[src/rtl/split_pkg.sv]
// split_pkg: shared slot-state type, counter widths and the saturating
// increment used by split_n and split_slot.
package split_pkg;

    // Occupancy of a one-entry output holding slot.
    typedef enum logic {
        EMPTY = 1'b0,
        FULL  = 1'b1
    } slot_state_e;

    localparam int unsigned DROP_CNT_W = 8;
    localparam int unsigned PKT_CNT_W  = 16;

    // Increment that sticks at max_val instead of wrapping.
    function automatic logic [PKT_CNT_W-1:0] sat_inc(
        input logic [PKT_CNT_W-1:0] value,
        input logic [PKT_CNT_W-1:0] max_val
    );
        return (value >= max_val) ? value : value + PKT_CNT_W'(1);
    endfunction

endpackage

[src/rtl/split_slot.sv]
// split_slot: one-entry holding register for a single output channel.
// A load always wins over a drain, so drain+reload keeps the slot FULL.
module split_slot
    import split_pkg::*;
#(
    parameter int unsigned WIDTH = 11
) (
    input  logic             clk,
    input  logic             rst_n,
    input  logic             i_load,
    input  logic [WIDTH-1:0] i_data,
    input  logic             i_ready,
    output logic             o_valid,
    output logic [WIDTH-1:0] o_data
);

    slot_state_e      r_state;
    slot_state_e      w_state_next;
    logic [WIDTH-1:0] r_data;
    logic             w_drain;

    // Slot state register.
    always_ff @(posedge clk or negedge rst_n) begin
        if (!rst_n) begin
            r_state <= EMPTY;
        end else begin
            r_state <= w_state_next;
        end
    end

    // Data register only changes on a load, so it is stable while stalled.
    always_ff @(posedge clk or negedge rst_n) begin
        if (!rst_n) begin
            r_data <= '0;
        end else if (i_load) begin
            r_data <= i_data;
        end
    end

    // Next-state: load fills, drain without load empties.
    always_comb begin
        w_drain      = (r_state == FULL) && i_ready;
        w_state_next = r_state;
        if (i_load) begin
            w_state_next = FULL;
        end else if (w_drain) begin
            w_state_next = EMPTY;
        end
    end

    assign o_valid = (r_state == FULL);
    assign o_data  = r_data;

endmodule

[src/rtl/split_n.sv]
// split_n: routes each (control, data) token pair to one of NOUT output
// slots selected by the control token; out-of-range selects are dropped
// and counted. Optional per-output transfer counters are built when the
// macro SPLIT_N_STATS_EN is defined (adds the pkt_cnt port).
module split_n
    import split_pkg::*;
#(
    parameter int unsigned WIDTH = 11,
    parameter int unsigned NOUT  = 4,
    parameter int unsigned SELW  = $clog2(NOUT)
) (
    input  logic                    clk,
    input  logic                    rst_n,
    input  logic                    in_valid,
    output logic                    in_ready,
    input  logic [WIDTH-1:0]        in_data,
    input  logic                    ctl_valid,
    output logic                    ctl_ready,
    input  logic [SELW-1:0]         ctl_data,
    output logic [NOUT-1:0]         out_valid,
    input  logic [NOUT-1:0]         out_ready,
    output logic [NOUT*WIDTH-1:0]   out_data,
    output logic [DROP_CNT_W-1:0]   drop_cnt
`ifdef SPLIT_N_STATS_EN
    ,
    output logic [NOUT*PKT_CNT_W-1:0] pkt_cnt
`endif
);

    logic                  w_in_range;
    logic                  w_dest_free;
    logic                  w_accept;
    logic [NOUT-1:0]       w_load;
    logic [DROP_CNT_W-1:0] r_drop_cnt;

    // Decode the select: is it a real output, and can that slot take a token now.
    always_comb begin
        w_in_range  = 1'b0;
        w_dest_free = 1'b0;
        for (int k = 0; k < NOUT; k++) begin
            if (ctl_data == SELW'(k)) begin
                w_in_range  = 1'b1;
                w_dest_free = !out_valid[k] || out_ready[k];
            end
        end
    end

    // Both tokens are consumed together; rst_n gating keeps ready low in reset.
    assign w_accept  = rst_n && in_valid && ctl_valid && (!w_in_range || w_dest_free);
    assign in_ready  = w_accept;
    assign ctl_ready = w_accept;

    // One-hot load strobe for the addressed slot.
    always_comb begin
        w_load = '0;
        for (int k = 0; k < NOUT; k++) begin
            w_load[k] = w_accept && (ctl_data == SELW'(k));
        end
    end

    for (genvar k = 0; k < NOUT; k++) begin : g_slot
        split_slot #(
            .WIDTH (WIDTH)
        ) u_slot (
            .clk     (clk),
            .rst_n   (rst_n),
            .i_load  (w_load[k]),
            .i_data  (in_data),
            .i_ready (out_ready[k]),
            .o_valid (out_valid[k]),
            .o_data  (out_data[k*WIDTH +: WIDTH])
        );
    end

    // Saturating count of pairs whose select names no output.
    always_ff @(posedge clk or negedge rst_n) begin
        if (!rst_n) begin
            r_drop_cnt <= '0;
        end else if (w_accept && !w_in_range) begin
            r_drop_cnt <= DROP_CNT_W'(sat_inc(PKT_CNT_W'(r_drop_cnt),
                                              PKT_CNT_W'({DROP_CNT_W{1'b1}})));
        end
    end

    assign drop_cnt = r_drop_cnt;

`ifdef SPLIT_N_STATS_EN
    logic [NOUT-1:0][PKT_CNT_W-1:0] r_pkt_cnt;

    // Saturating per-output count of completed output transfers.
    always_ff @(posedge clk or negedge rst_n) begin
        if (!rst_n) begin
            r_pkt_cnt <= '0;
        end else begin
            for (int k = 0; k < NOUT; k++) begin
                if (out_valid[k] && out_ready[k]) begin
                    r_pkt_cnt[k] <= sat_inc(r_pkt_cnt[k], '1);
                end
            end
        end
    end

    assign pkt_cnt = r_pkt_cnt;
`endif

endmodule

[config.mk]
export PLATFORM = sky130hd
export DESIGN_NAME = split_n
export DESIGN_NICKNAME = d
export VERILOG_FILES = /design/src/rtl/split_pkg.sv /design/src/rtl/split_slot.sv /design/src/rtl/split_n.sv
export SDC_FILE = /design/constraint.sdc
export NUM_CORES = 1
export LEC_CHECK = 0
export BUFFER_PORTS_ARGS = -buffer_cell sky130_fd_sc_hd__buf_2
export CORE_ASPECT_RATIO = 1.75
export CORE_MARGIN = 1.5
export CORE_UTILIZATION = 30
export CTS_CLUSTER_DIAMETER = 150
export DETAILED_ROUTE_END_ITERATION = 6
export PLACE_DENSITY_LB_ADDON = 0.15
export SETUP_SLACK_MARGIN = 0.15
export SYNTH_ARGS = -nofsm -noshare
export SYNTH_HDL_FRONTEND = slang
export SYNTH_SLANG_ARGS = --single-unit
[constraint.sdc]
create_clock -name clk -period 1.85 [get_ports clk]
set_input_delay 0.0925 -clock clk [delete_from_list [all_inputs] [get_ports clk]]
set_output_delay 0.0925 -clock clk [all_outputs]
set_load 0.01 [all_outputs]
==> results.md, run 1 <==
- The run finished with clean final reports.
- At the later pin of the worst-skew pair, clock insertion delay measures 0.29 ns.
- The post-detailed-routing wire length is between 4 and 5 mm.
- Summing every instance area after synthesis gives approximately 2200 µm².
- The commonest non-fill, non-tap cell in the layout is sky130_fd_sc_hd__buf_2.
- The number of max-cap violations is 0.
- The layout has 692 filler cells.
- The initial antenna violation count came to 0.
- Buffers placed on the I/O ports in this run total 78.
- The final RePlAce weighted congestion is a little over 0.7.
- The count of nets after finishing is 240.
- The share of total power dissipated in sequential elements is 49.1%.
- After synthesis, flip-flops and latches occupy ~64% of the total area.
- The part of the power in combinational logic is between 20% and 30%.
- The worst path in the final design needs a cycle of 1.60 ns, including I/O delays and setup.
- The I/O pin count is 79.
- The fraction of the cycle the final worst path needs is 86.4%.
- The met1 routed wirelength after detailed routing is 2.00 mm.
- The worst setup path category is input port to primary output.
- Summing the areas of all compound-gate instances in the mapped netlist gives less than 1% of the synthesized area.
- The mux share of post-synthesis cell area is between 20% and 30%.
- The routed design uses 2.29 mm of met2 wire.
- The root buffer cell is sky130_fd_sc_hd__clkbuf_16.
- In the final layout, the share of cells above drive strength 1 is roughly two thirds.
- Synthesis instantiated 22 different standard cells from the library.
- The cell count after synthesis came out at 140.
- The maximum buffer depth of the clock tree is 2.
- The type of the most critical hold path is input port to register.
- The aggregate negative setup slack is 0 ns.
- The basic-gate share of the synthesized area counting and, or, nand and nor cells is 6.12%.
- A synthesized cell averages roughly 16 µm².
- Yosys attributes the largest share of cell area to sky130_fd_sc_hd__dfrtp_1 64%, sky130_fd_sc_hd__mux2_2 18%, sky130_fd_sc_hd__mux2_4 6.9%.
- Counting every sink on the clock net gives 56.
- The clock tree synthesis step divided the H-tree into 2 levels.
- Per report_power, the clock group accounts for 29.4% of the total.
- Once layout is complete, the utilization of the core stands at ~40%.
- Yosys mapped a number of flops with a built-in enable equal to 0.
- The number of placed instances, taps included is 297.
- The placed wire-length estimate after detailed placement is 3.48 mm.
- The highest attainable clock frequency is 626 MHz.
- In the final routed layout, each cell accounts on average for 15.4 µm.
- In the global route stage, overall resource usage came out at 12.9%.
- For this design the static power due to leakage is 1.48 nW.
- The number of global-route vias before repair came to 1,337.
- Summed over all layers, the global routing overflow is 0.
- After Yosys synthesis, full adders, half adders and majority gates account for 0% of the synthesized area.
- The portion of synthesized cell area occupied by the leading cell type is 64.1%.
- The total inserted antenna cells is 0.
- The finished layout holds 306 standard cells, fillers aside.
- The overall die area is around 7800 µm².
- The share of synthesized flip-flops with an asynchronous set or reset is 100%.
- The transition time of the tightest slew-check pin is roughly 0.52 ns.
- The top cell type by total area after synthesis is sky130_fd_sc_hd__dfrtp_1.
- The required time of the critical path is about 1.8 ns.
- The data arrival time of the critical path is 1.51 ns.
- The worst IR drop on VDD is 538 µV.
- The floorplan step set the die height to 116 µm.
- Clock-pin slew was measured on the worst setup and hold paths at 0.07 ns.
- Setup repair after global routing left no endpoint under its margin.
- The synthesized design contains 56 register bits.
- The total CTS buffers is 5.
- In this run switching power makes up 26.2% of total power.
- Setup violations remaining at the end of the flow were counted as 0.
- On the final layout, the worst clock skew is between 0.003 and 0.004 ns.
- The DRC violations left is 0.
- The floorplan has 41 rows.
- The maximum fanout count along the critical path is 5.
- For this run, the number of Yosys warnings is 0.
- The worst pin sits at a relative slew slack of 65.4%.
- The global-route wire length before repair is roughly 7.3 mm.
- The final max-slew violation count was 0.
- The detailed-route via count is 1,353.
- The top cell types in the final layout, fill and taps aside, are 78 x sky130_fd_sc_hd__buf_2, 56 x sky130_fd_sc_hd__dfrtp_1, 34 x sky130_fd_sc_hd__mux2_2.
- The areal power density over the cells is 1130 nW/µm².
- The count of nets left with antenna violations once routing finished came out at 0.
- The share of the synthesized netlist area taken by xor and xnor gates is 0%.
- The clock tree from TritonCTS is done.
- After synthesis, the largest family of logic cells by area is multiplexers.
- The highest metal layer used by the detailed router is met4.
- The first routing iteration left 52 violations.
- Relative to the synthesized area, the layout overhead comes to 29.9%.
- The core region is 7130 µm².
- Synthesis produced a netlist with a net count of 161.
- The endpoint kind of the worst setup timing path is a primary output.
- The net switching power is 0.000838 W.
- Wire segments on met3 add up to 321 µm in the final route.
- The critical path launch point type is an input port.
- The final hold violation count is 0.
- In the synthesized netlist the dominant register cell turns out to be sky130_fd_sc_hd__dfrtp_1.
- The detailed-routing iteration count for the pre-antenna-repair pass is 4.
- The effective utilization at floorplan is just over 30%.
- The maximum number of pins on one net before global-route repair is 42.
- The die is 67.5 µm wide.
- After detailed routing, the number of vias per cell comes to 4.42.
- The internal power of the cells totals approximately 0.0024 W.
==> worst paths after layout <==
| kind | startpoint | end | slack, ns | cells after the start |
|---|---|---|---|---|
| worst max-delay path | rst_n | ctl_ready | 0.25 | 5 |
| worst min-delay path | in_data[8] | g_slot[3].u_slot.o_data[8] | 0.08 | 2 |
| worst max register to register | g_slot[0].u_slot.o_valid | g_slot[0].u_slot.o_data[7] | 0.38 | 4 |
| worst min register to register | drop_cnt[1] | drop_cnt[1] | 0.37 | 0 |
| max in group asynchronous | rst_n | g_slot[0].u_slot.o_data[7] | 1.00 | 3 |
| min in group asynchronous | rst_n | g_slot[1].u_slot.o_data[10] | 0.37 | 3 |
==> power by group through the flow <==
stage / clock network [W] / registers, W / logic, W
final: 0.000940 / 0.00157 / 0.000686
after global routing: 0.00102 / 0.00160 / 0.000753
after floorplan: 0 / 0.00169 / 0.000254
after detailed placement: 0 / 0.00160 / 0.000699
after global placement: 0 / 0.00159 / 0.000694
after CTS: 0.000987 / 0.00158 / 0.000701
==> cells in the mapped netlist, types with 2 or more instances <==
library cell and number:
sky130_fd_sc_hd__buf_2 2, sky130_fd_sc_hd__buf_4 7, sky130_fd_sc_hd__clkbuf_1 8, sky130_fd_sc_hd__dfrtp_1 56
sky130_fd_sc_hd__mux2_2 34, sky130_fd_sc_hd__mux2_4 10, sky130_fd_sc_hd__nand2_1 4, sky130_fd_sc_hd__nand2b_1 2
sky130_fd_sc_hd__nand3_1 2, sky130_fd_sc_hd__nor2b_1 2, sky130_fd_sc_hd__nor3b_1 2
==> critical path, cell delays in order <==
cell and delay [ns]:
sky130_fd_sc_hd__dlygate4sd3_1 0.51, sky130_fd_sc_hd__buf_2 0.16, sky130_fd_sc_hd__nand3_1 0.18, sky130_fd_sc_hd__nor4_2 0.36, sky130_fd_sc_hd__buf_2 0.19
==> routing by layer <==
metal,track usage [%],vias to the layer above
li1,-,632
met3,3.50,7
met5,0,-
met4,5.71,0
met1,17.1,661
met2,19.7,53
==> stage by stage <==
stage / total power [W] / area (µm²) / setup WS [ns] / hold WS [ns]
2_1_floorplan: 0.00195 / 2190 / 0.401 / -0.203
6_report: 0.00320 / 2840 / 0.252 / 0.0758
5_1_grt: 0.00338 / 2840 / 0.138 / 0.0728
3_5_place_dp: 0.00230 / 2670 / 0.402 / 0.170
3_3_place_gp: 0.00229 / 2670 / 0.380 / 0.166
4_1_cts: 0.00327 / 2830 / 0.199 / 0.0707
==> sequential cells by signal (all words and copies together), names as in the netlist <==
| name | flops |
|---|---|
| g_slot.u_slot.o_data | 44 |
| g_slot.u_slot.o_valid | 4 |
| drop_cnt | 8 |
==> logic make-up after synthesis <==
kind of cell           after synthesis
AO/OA/AOI/OAI                        2
multiplexers                        44
buffers and inverters               18
AND/OR/NAND/NOR                     20
flip-flops                          56
==> area by class of cell <==
cell class,instances,area (µm²),area share [%]
Clock buffer,6,139,4.89
Sequential cell,56,1400,49.3
Tap cell,86,108,3.79
Multi-Input combinational cell,66,696,24.5
Clock inverter,2,10.0,0.352
Timing Repair Buffer,90,487,17.1
==> what timing repair did <==
action                                  in CTS  in global routing
hold endpoints to repair                    26                  0
resized for setup                            0                  2
hold buffers                                 1                  0
buffers inserted                             0                  0
endpoints found under the setup margin       0                  9
(Power assumes the default switching activity.)
==> inputs of run 2 (changes only) <==
Settings changed: SYNTH_HIERARCHICAL from default to 1.
==> results.md, run 2 <==
- The effective utilization at floorplan is 31.1% (+0.43 points).
- The maximum buffer depth of the clock tree is 2 (unchanged).
- The share of synthesized flip-flops with an asynchronous set or reset is 100% (unchanged).
- The clock-pin transition on the worst setup and hold timing paths was 0.07 ns (about the same).
- The number of storage elements in the synthesis netlist is 56 (unchanged).
- From synthesis to final layout, the design area changed by 31.1%.
- The clock insertion delay at the later pin of the skew report is 0.30 ns (about the same).
- The areal power density over the cells is 1170 nW/µm² (+3.9%).
- The clock sink count is 56 (unchanged).
- The portion of synthesized cell area occupied by the leading cell type was 61.9% (-2.2 points).
- The net switching share of the total power is 25.6% (-0.60 points).
- The top cell types in the final layout, fill and taps aside, are 78 x sky130_fd_sc_hd__buf_2, 56 x sky130_fd_sc_hd__dfrtp_1, 36 x sky130_fd_sc_hd__mux2_4.
- The number of fill cells was 710 (+2.6%).
- The number of buffers added for setup after CTS is 0 (unchanged).
- The detailed-routing iteration count for the pre-antenna-repair pass is 4 (unchanged).
- The placed wire-length estimate after detailed placement is 3.55 mm (+2.2%).
- The total global-route track usage was 12.9% (-0.044 points).
- Sorting the synthesized cells by area gives the leading types as sky130_fd_sc_hd__dfrtp_1 62%, sky130_fd_sc_hd__mux2_4 24%, sky130_fd_sc_hd__mux2_2 4.0%.
- Setup repair after global routing left no endpoint under its margin.
- The cell row count is 41 (unchanged).
- The met2 layer usage reported by global route is 20.2% (+0.52 points).
- The final max-slew violation count came to 0 (unchanged).
- The worst setup path category is register to primary output.
- The critical path launch point type is a register.
- The total inserted antenna cells came to 0 (unchanged).
- The number of violations reported at the end of detailed-routing iteration 0 is 44 (-15%).
- The cell internal power dissipation was 0.00258 W (+9.5%).
- The mean instance size in the synthesized netlist is 16.4 µm² (+5.1%).
- The final hold violation count was 0 (unchanged).
- The required time of the critical path is 1.76 ns (about the same).
- The residual antenna-violating net count after detailed routing is 0 (unchanged).
- The met3 track demand over resource was 3.54% (+0.042 points).
- The worst slack on hold paths is 0.0774 ns (+0.00162 ns).
- The total CTS buffers is 5 (unchanged).
- The post-detailed-routing wire length is 4.80 mm (+2.1%).
- The leakage power summed over all cells is 1.55 nW (+5.1%).
- The area used by multi-input combinational logic came to 777 µm² (+12%).
- The post-synthesis instance area is 2260 µm² (+3.6%).
- The run finished with clean final reports.
- The count of nets after finishing was 242 (+0.83%).
- The sequential element share of the synthesized area is 61.9% (-2.2 points).
- The transition time of the tightest slew-check pin is 0.439 ns (-0.0802 ns).
- The maximum number of pins on one net before global-route repair is 35 (-17%).
- The DRC violations left came to 0 (unchanged).
- The overflow left after global routing was 0 (unchanged).
- The worst IR drop on VDD is 430 µV (-20%).
- The level count of the clock H-tree is 2 (unchanged).
- The global-route wire length before repair is 7.63 mm (+4.1%).
- TritonCTS built the clock tree.
- The total number of yosys warnings is 6 (+6).
- The final RePlAce weighted congestion is 0.736 (+4.2%).
- The overall die area is 8100 µm² (+3.5%).
- In the synthesized netlist, the cells that appear most often are 56 x sky130_fd_sc_hd__dfrtp_1, 36 x sky130_fd_sc_hd__mux2_4, 8 x sky130_fd_sc_hd__clkbuf_1, 8 x sky130_fd_sc_hd__inv_1, 8 x sky130_fd_sc_hd__mux2_2.
- The fraction of power consumed by sequential logic is 45.5% (-3.6 points).
- The aggregate negative setup slack came to 0 ns (unchanged).
- The number of max-cap violations is 0 (unchanged).
- The number of synthesized flops with an enable pin is 0 (unchanged).
- The worst clock skew on the final layout is 0.00726 ns (+0.00413 ns).
- The net switching power is 0.000889 W (+6.1%).
- The number of global-route vias before repair was 1,409 (+5.4%).
- The height of the die is 118 µm (+1.7%).
- The number of cells produced by synthesis is 138 (-1.4%).
- The number of I/O port buffers is 78 (unchanged).
- The worst setup slack after placement was 0.289 ns (-0.114 ns).
- The total core area is 7280 µm² (+2.2%).
- The total of endpoints with negative setup slack in the final report is 0 (unchanged).
- The least setup slack across all paths after layout is 0.255 ns (+0.00283 ns).
- The endpoint kind of the worst setup timing path is a primary output.
- The maximum fanout count along the critical path came to 4 (-1).
- The share of cells above drive strength 1 is 66.7% (+0.76 points).
- The die boundary width is 68.7 µm (+1.7%).
- The root buffer cell is sky130_fd_sc_hd__clkbuf_16.
- The I/O pin count is 79 (unchanged).
- The routing usage on met1 came to 15.9% (-1.2 points).
- The final period demand of the worst path is 1.60 ns (-0.00283 ns).
- The detailed-route via count came to 1,359 (+0.44%).
- The post-detailed-route via-to-cell ratio is 4.41 (-0.21%).
- The relative contribution of the clock network to total power was 32.2% (+2.8 points).
- The worst-case headroom to the max-slew limit was 70.7% (+5.3 points).
- The most common cell in the synthesized netlist is sky130_fd_sc_hd__dfrtp_1.
- The initial antenna violation count is 0 (unchanged).
- The highest-utilization routing layer at the global route stage is met2.
- The part of the power in combinational logic is 22.3% (+0.8 points).
- The flip-flop count of the largest register, all copies and words added came to 44 (unchanged).
- The highest attainable clock frequency is 627 MHz (+0.18%).
- The data arrival time of the critical path is 1.50 ns (about the same).
- The unique cell type count in the Yosys netlist is 20 (-9.1%).
- The fraction of the cycle the final worst path needs was 86.2% (-0.15 points).
- The commonest non-fill, non-tap cell in the layout is sky130_fd_sc_hd__buf_2.
- Of all cell types, the one taking the most synthesized area is sky130_fd_sc_hd__dfrtp_1.
- The type of the most critical hold path is input port to register.
- The footprint of the flip-flops and latches came to 1400 µm² (unchanged).
- The most used flip-flop cell after synthesis is sky130_fd_sc_hd__dfrtp_1.
- The synthesized net count is 159 (-1.2%).
- The post-detailed-route wirelength per cell is 15.6 µm (+1.4%).
run 2: cell types whose count changed after synthesis, sizes merged, moves of 2 or more:
cell	delta
nand2	-4
buf	-5
o21ai	+2
nand2b	-2
inv	+8
nor2b	-2
nor4	-2
a21o	+4
run 2: cell families after synthesis:
group | Yosys count | share of synthesized area (%)
simple gates | 6 | 1.55
compound gates | 11 | 3.76
buf+inv | 21 | 4.97
mux | 44 | 27.8
flops | 56 | 61.9
run 2: area by class of cell:
class                           instances  share of cell area (%)
Sequential cell                        56                    47.2
Multi-Input combinational cell         61                    26.2
Tap cell                               86                    3.62
Timing Repair Buffer                   89                    16.0
Clock buffer                            6                    4.68
Clock inverter                          2                    1.31
Inverter                                8                    1.01
run 2: what timing repair did:
action / CTS / global route
hold buffers: 1 / 0
resized for setup: 0 / 0
endpoints found under the hold margin: 56 / 0
run 2: metal layers:
layer | share of wire [%] | routed length (µm) | up-vias
met2 | 51 | 2440 | 48
li1 | - | - | 635
met5 | 0 | 0 | -
met3 | 5.7 | 275 | 4
met4 | 1.3 | 64 | 0
met1 | 42 | 2030 | 672
run 2: worst paths after layout:
kind                                           from                           to  slack, ns  depth (start not counted)
min reg2reg                             drop_cnt[6]                  drop_cnt[6]       0.38                          0
min                                     in_data[10]  g_slot[1].u_slot/o_data[10]       0.08                          2
max                        g_slot[0].u_slot/o_valid                     in_ready       0.25                          4
min in group asynchronous                     rst_n   g_slot[1].u_slot/o_data[5]       0.41                          3
max in group asynchronous                     rst_n   g_slot[1].u_slot/o_data[2]       1.07                          3
max reg2reg                g_slot[0].u_slot/o_valid   g_slot[0].u_slot/o_data[2]       0.34                          3
run 2: power by group through the flow:
stage | Clock, W | Combinational, W | Sequential [W]
2_1_floorplan | 0 | 0.000325 | 0.00170
5_1_grt | 0.00121 | 0.000841 | 0.00162
3_5_place_dp | 0 | 0.000785 | 0.00160
6_report | 0.00112 | 0.000774 | 0.00158
3_3_place_gp | 0 | 0.000779 | 0.00160
4_1_cts | 0.00116 | 0.000789 | 0.00158
run 2: through the flow:
step | utilization (%) | area (µm²) | cells | total power (W)
6_report | 40.8 | 2970 | 308 | 0.00347
4_1_cts | 40.8 | 2970 | 308 | 0.00354
5_1_grt | 40.8 | 2970 | 308 | 0.00366
2_1_floorplan | - | 2270 | 138 | 0.00203
3_5_place_dp | 38.2 | 2780 | 299 | 0.00239
3_3_place_gp | 38.2 | 2780 | 299 | 0.00238
run 2: critical path, cell delays in order (launching register included):
cell and delay [ns]:
sky130_fd_sc_hd__dfrtp_1 0.42, sky130_fd_sc_hd__nor3b_1 0.15, sky130_fd_sc_hd__a311o_1 0.31, sky130_fd_sc_hd__a21oi_1 0.17, sky130_fd_sc_hd__buf_2 0.16
==> inputs of run 3 (changes only) <==
Settings changed: CELL_PAD_IN_SITES_DETAIL_PLACEMENT from default to 1, CELL_PAD_IN_SITES_GLOBAL_PLACEMENT from default to 1, SLEW_MARGIN from default to 25.
==> results.md, run 3 (synthesis gave the netlist of run 2 again) <==
- The effective utilization at floorplan was 31.1% (unchanged).
- STA classifies the critical path startpoint as a register.
- The data arrival time of the critical path is 1.51 ns (about the same).
- The placed wire-length estimate after detailed placement is 3.99 mm (+12%).
- The worst clock skew on the final layout is 0.00490 ns (-0.00236 ns).
- The detailed-routing iteration count for the pre-antenna-repair pass is 4 (unchanged).
- The clock sink count is 56 (unchanged).
- The clock tree from TritonCTS is done.
- The required time of the critical path is 1.76 ns (about the same).
- The post-detailed-route via-to-cell ratio is 4.58 (+3.7%).
- The maximum number of pins on one net before global-route repair is 37 (+5.7%).
- The footprint of the flip-flops and latches is 1400 µm² (about the same).
- The startpoint of the most critical register-to-register path is g_slot[0].u_slot/o_valid.
- The critical path launch point is g_slot[0].u_slot/o_valid.
- The number of placed instances, taps included came to 296 (-1.0%).
- The least setup slack across all paths after layout is 0.243 ns (-0.0116 ns).
- The critical path goes through nor3b_1, a311o_1, a21oi_2, buf_2.
- The number of I/O port buffers is 78 (unchanged).
- The worst IR drop on VDD was 479 µV (+11%).
- The final max-slew violation count came to 0 (unchanged).
- The overall die area was 8100 µm² (unchanged).
- The fraction of the cycle the final worst path needs was 86.9% (+0.63 points).
- The final period demand of the worst path is 1.61 ns (+0.0116 ns).
- The delay of the slowest cell on the worst path was 0.44 ns (+0.02 ns).
- The worst setup path category is register to primary output.
- The number of violations reported at the end of detailed-routing iteration 0 is 61 (+39%).
- The leakage power summed over all cells is 1.54 nW (-1.1%).
- The count of nets after finishing came to 239 (-1.2%).
- The areal power density over the cells is 1180 nW/µm² (+0.94%).
- The die boundary width was 68.7 µm (unchanged).
- The final RePlAce weighted congestion is 0.803 (+9.1%).
- The aggregate negative setup slack is 0 ns (unchanged).
- The relative contribution of the clock network to total power is 31.7% (-0.5 points).
- The share of the core filled with cells was 40.5% (-0.24 points).
- The total global-route track usage is 14.1% (+1.2 points).
- The total inserted antenna cells is 0 (unchanged).
- The root buffer cell is sky130_fd_sc_hd__clkbuf_16.
- In the layout the commonest cells are 78 x sky130_fd_sc_hd__buf_2, 55 x sky130_fd_sc_hd__dfrtp_1, 36 x sky130_fd_sc_hd__mux2_4.
- The number of fill cells is 795 (+12%).
- The startpoint identified for the worst hold timing path is in_data[1].
- The area used by multi-input combinational logic is 781 µm² (+0.48%).
- The number of max-cap violations was 0 (unchanged).
- STA classifies the critical path endpoint as a primary output.
- The overflow left after global routing came to 0 (unchanged).
- The cell row count is 41 (unchanged).
- The maximum buffer depth of the clock tree is 2 (unchanged).
- The tightest min-delay check is of the input port to register type.
- The total core area is 7280 µm² (unchanged).
- The number of buffers added for setup after CTS is 0 (unchanged).
- The number of global-route vias before repair is 1,577 (+12%).
- The highest attainable clock frequency is 622 MHz (-0.72%).
- Among all stages on the critical path, the largest delay is contributed by sky130_fd_sc_hd__dfrtp_2.
- The post-detailed-routing wire length is 5.40 mm (+12%).
- The worst setup slack after placement is 0.270 ns (-0.0183 ns).
- The worst-case headroom to the max-slew limit is 69.4% (-1.3 points).
- The height of the die came to 118 µm (unchanged).
- The final hold violation count was 0 (unchanged).
- The library cell used most frequently in the layout, excluding fill and tap cells, is sky130_fd_sc_hd__buf_2.
- The part of the power in combinational logic was 22.6% (+0.3 points).
- The clock insertion delay at the later pin of the skew report is 0.29 ns (about the same).
- The fraction of power consumed by sequential logic is 45.7% (+0.2 points).
- The share of cells above drive strength 1 was 67.1% (+0.46 points).
- The run finished with clean final reports.
- The global-route wire length before repair came to 8.42 mm (+10%).
- The initial antenna violation count is 0 (unchanged).
- The placement-stage cell area is 2760 µm² (-0.81%).
- Setup repair after global routing left no endpoint under its margin.
- The I/O pin count was 79 (unchanged).
- The maximum fanout count along the critical path was 4 (unchanged).
- The cell internal power dissipation was 0.00258 W (about the same).
- The net switching share of the total power is 25.9% (+0.27 points).
- Relative to the synthesized area, the layout overhead comes to 30.3%.
- The level count of the clock H-tree is 2 (unchanged).
- The final standard cell count with taps included and fillers excluded is 305 (-0.97%).
- The total of endpoints with negative setup slack in the final report is 0 (unchanged).
- The post-detailed-route wirelength per cell came to 17.7 µm (+14%).
- The total CTS buffers is 5 (unchanged).
- The final non-filler cell area is 2950 µm² (-0.59%).
- The residual antenna-violating net count after detailed routing is 0 (unchanged).
- The flip-flop count of the largest register, all copies and words added came to 44 (unchanged).
- The DRC violations left was 0 (unchanged).
- The detailed-route via count came to 1,396 (+2.7%).
- The transition time of the tightest slew-check pin was 0.459 ns (+0.0202 ns).
- The clock-pin transition on the worst setup and hold timing paths was 0.07 ns (about the same).
- The net switching power is 0.000901 W (+1.4%).
[run 3: path summary, 6_finish.rpt]
check / endpoint / cells past startpoint / slack [ns]
min reg2reg: drop_cnt[7] / 0 / 0.37
max reg2reg: g_slot[0].u_slot/o_data[9] / 3 / 0.35
min: g_slot[3].u_slot/o_data[1] / 2 / 0.08
max: ctl_ready / 4 / 0.24
min in group asynchronous: g_slot[1].u_slot/o_data[3] / 2 / 0.18
max in group asynchronous: g_slot[0].u_slot/o_data[7] / 3 / 0.99
[run 3: metal layers]
layer	wire length [µm]	vias to the layer above	GRT usage, %
li1	-	626	-
met1	2000	708	15.9
met2	3000	53	24.5
met3	303	9	3.54
met4	95	0	4.88
met5	0	-	0
[run 3: worst max-delay path: cells and delay by family, from the launching register on]
kind	cells	cell delay [ns]
compound gates	2	0.49
simple gates	1	0.15
flops	1	0.44
buf+inv	1	0.16
[run 3: timing repair]
item / CTS / global route
hold buffers: 1 / 0
hold endpoints to repair: 56 / 0
endpoints found under the setup margin: 0 / 2
gates resized for setup: 0 / 3
[run 3: power by group through the flow]
stage,Sequential (W),Clock (W),Combinational [W]
4_1_cts,0.00160,0.00114,0.000799
3_5_place_dp,0.00161,0,0.000793
5_1_grt,0.00162,0.00119,0.000848
2_1_floorplan,0.00170,0,0.000325
3_3_place_gp,0.00160,0,0.000779
6_report,0.00159,0.00110,0.000787
[run 3: metrics by stage]
stage / hold slack (ns) / power (W)
floorplan: -0.203 / 0.00203
global placement: -0.0989 / 0.00238
detailed placement: -0.0968 / 0.00241
finish: 0.0759 / 0.00348
global route: 0.0653 / 0.00366
CTS: 0.0709 / 0.00354
[run 3: cell type report]
class	count	area share, %
Sequential cell	56	47.5
Multi-Input combinational cell	61	26.5
Timing Repair Buffer	86	15.3
Clock buffer	6	4.71
Tap cell	86	3.65
Clock inverter	2	1.31
Inverter	8	1.02
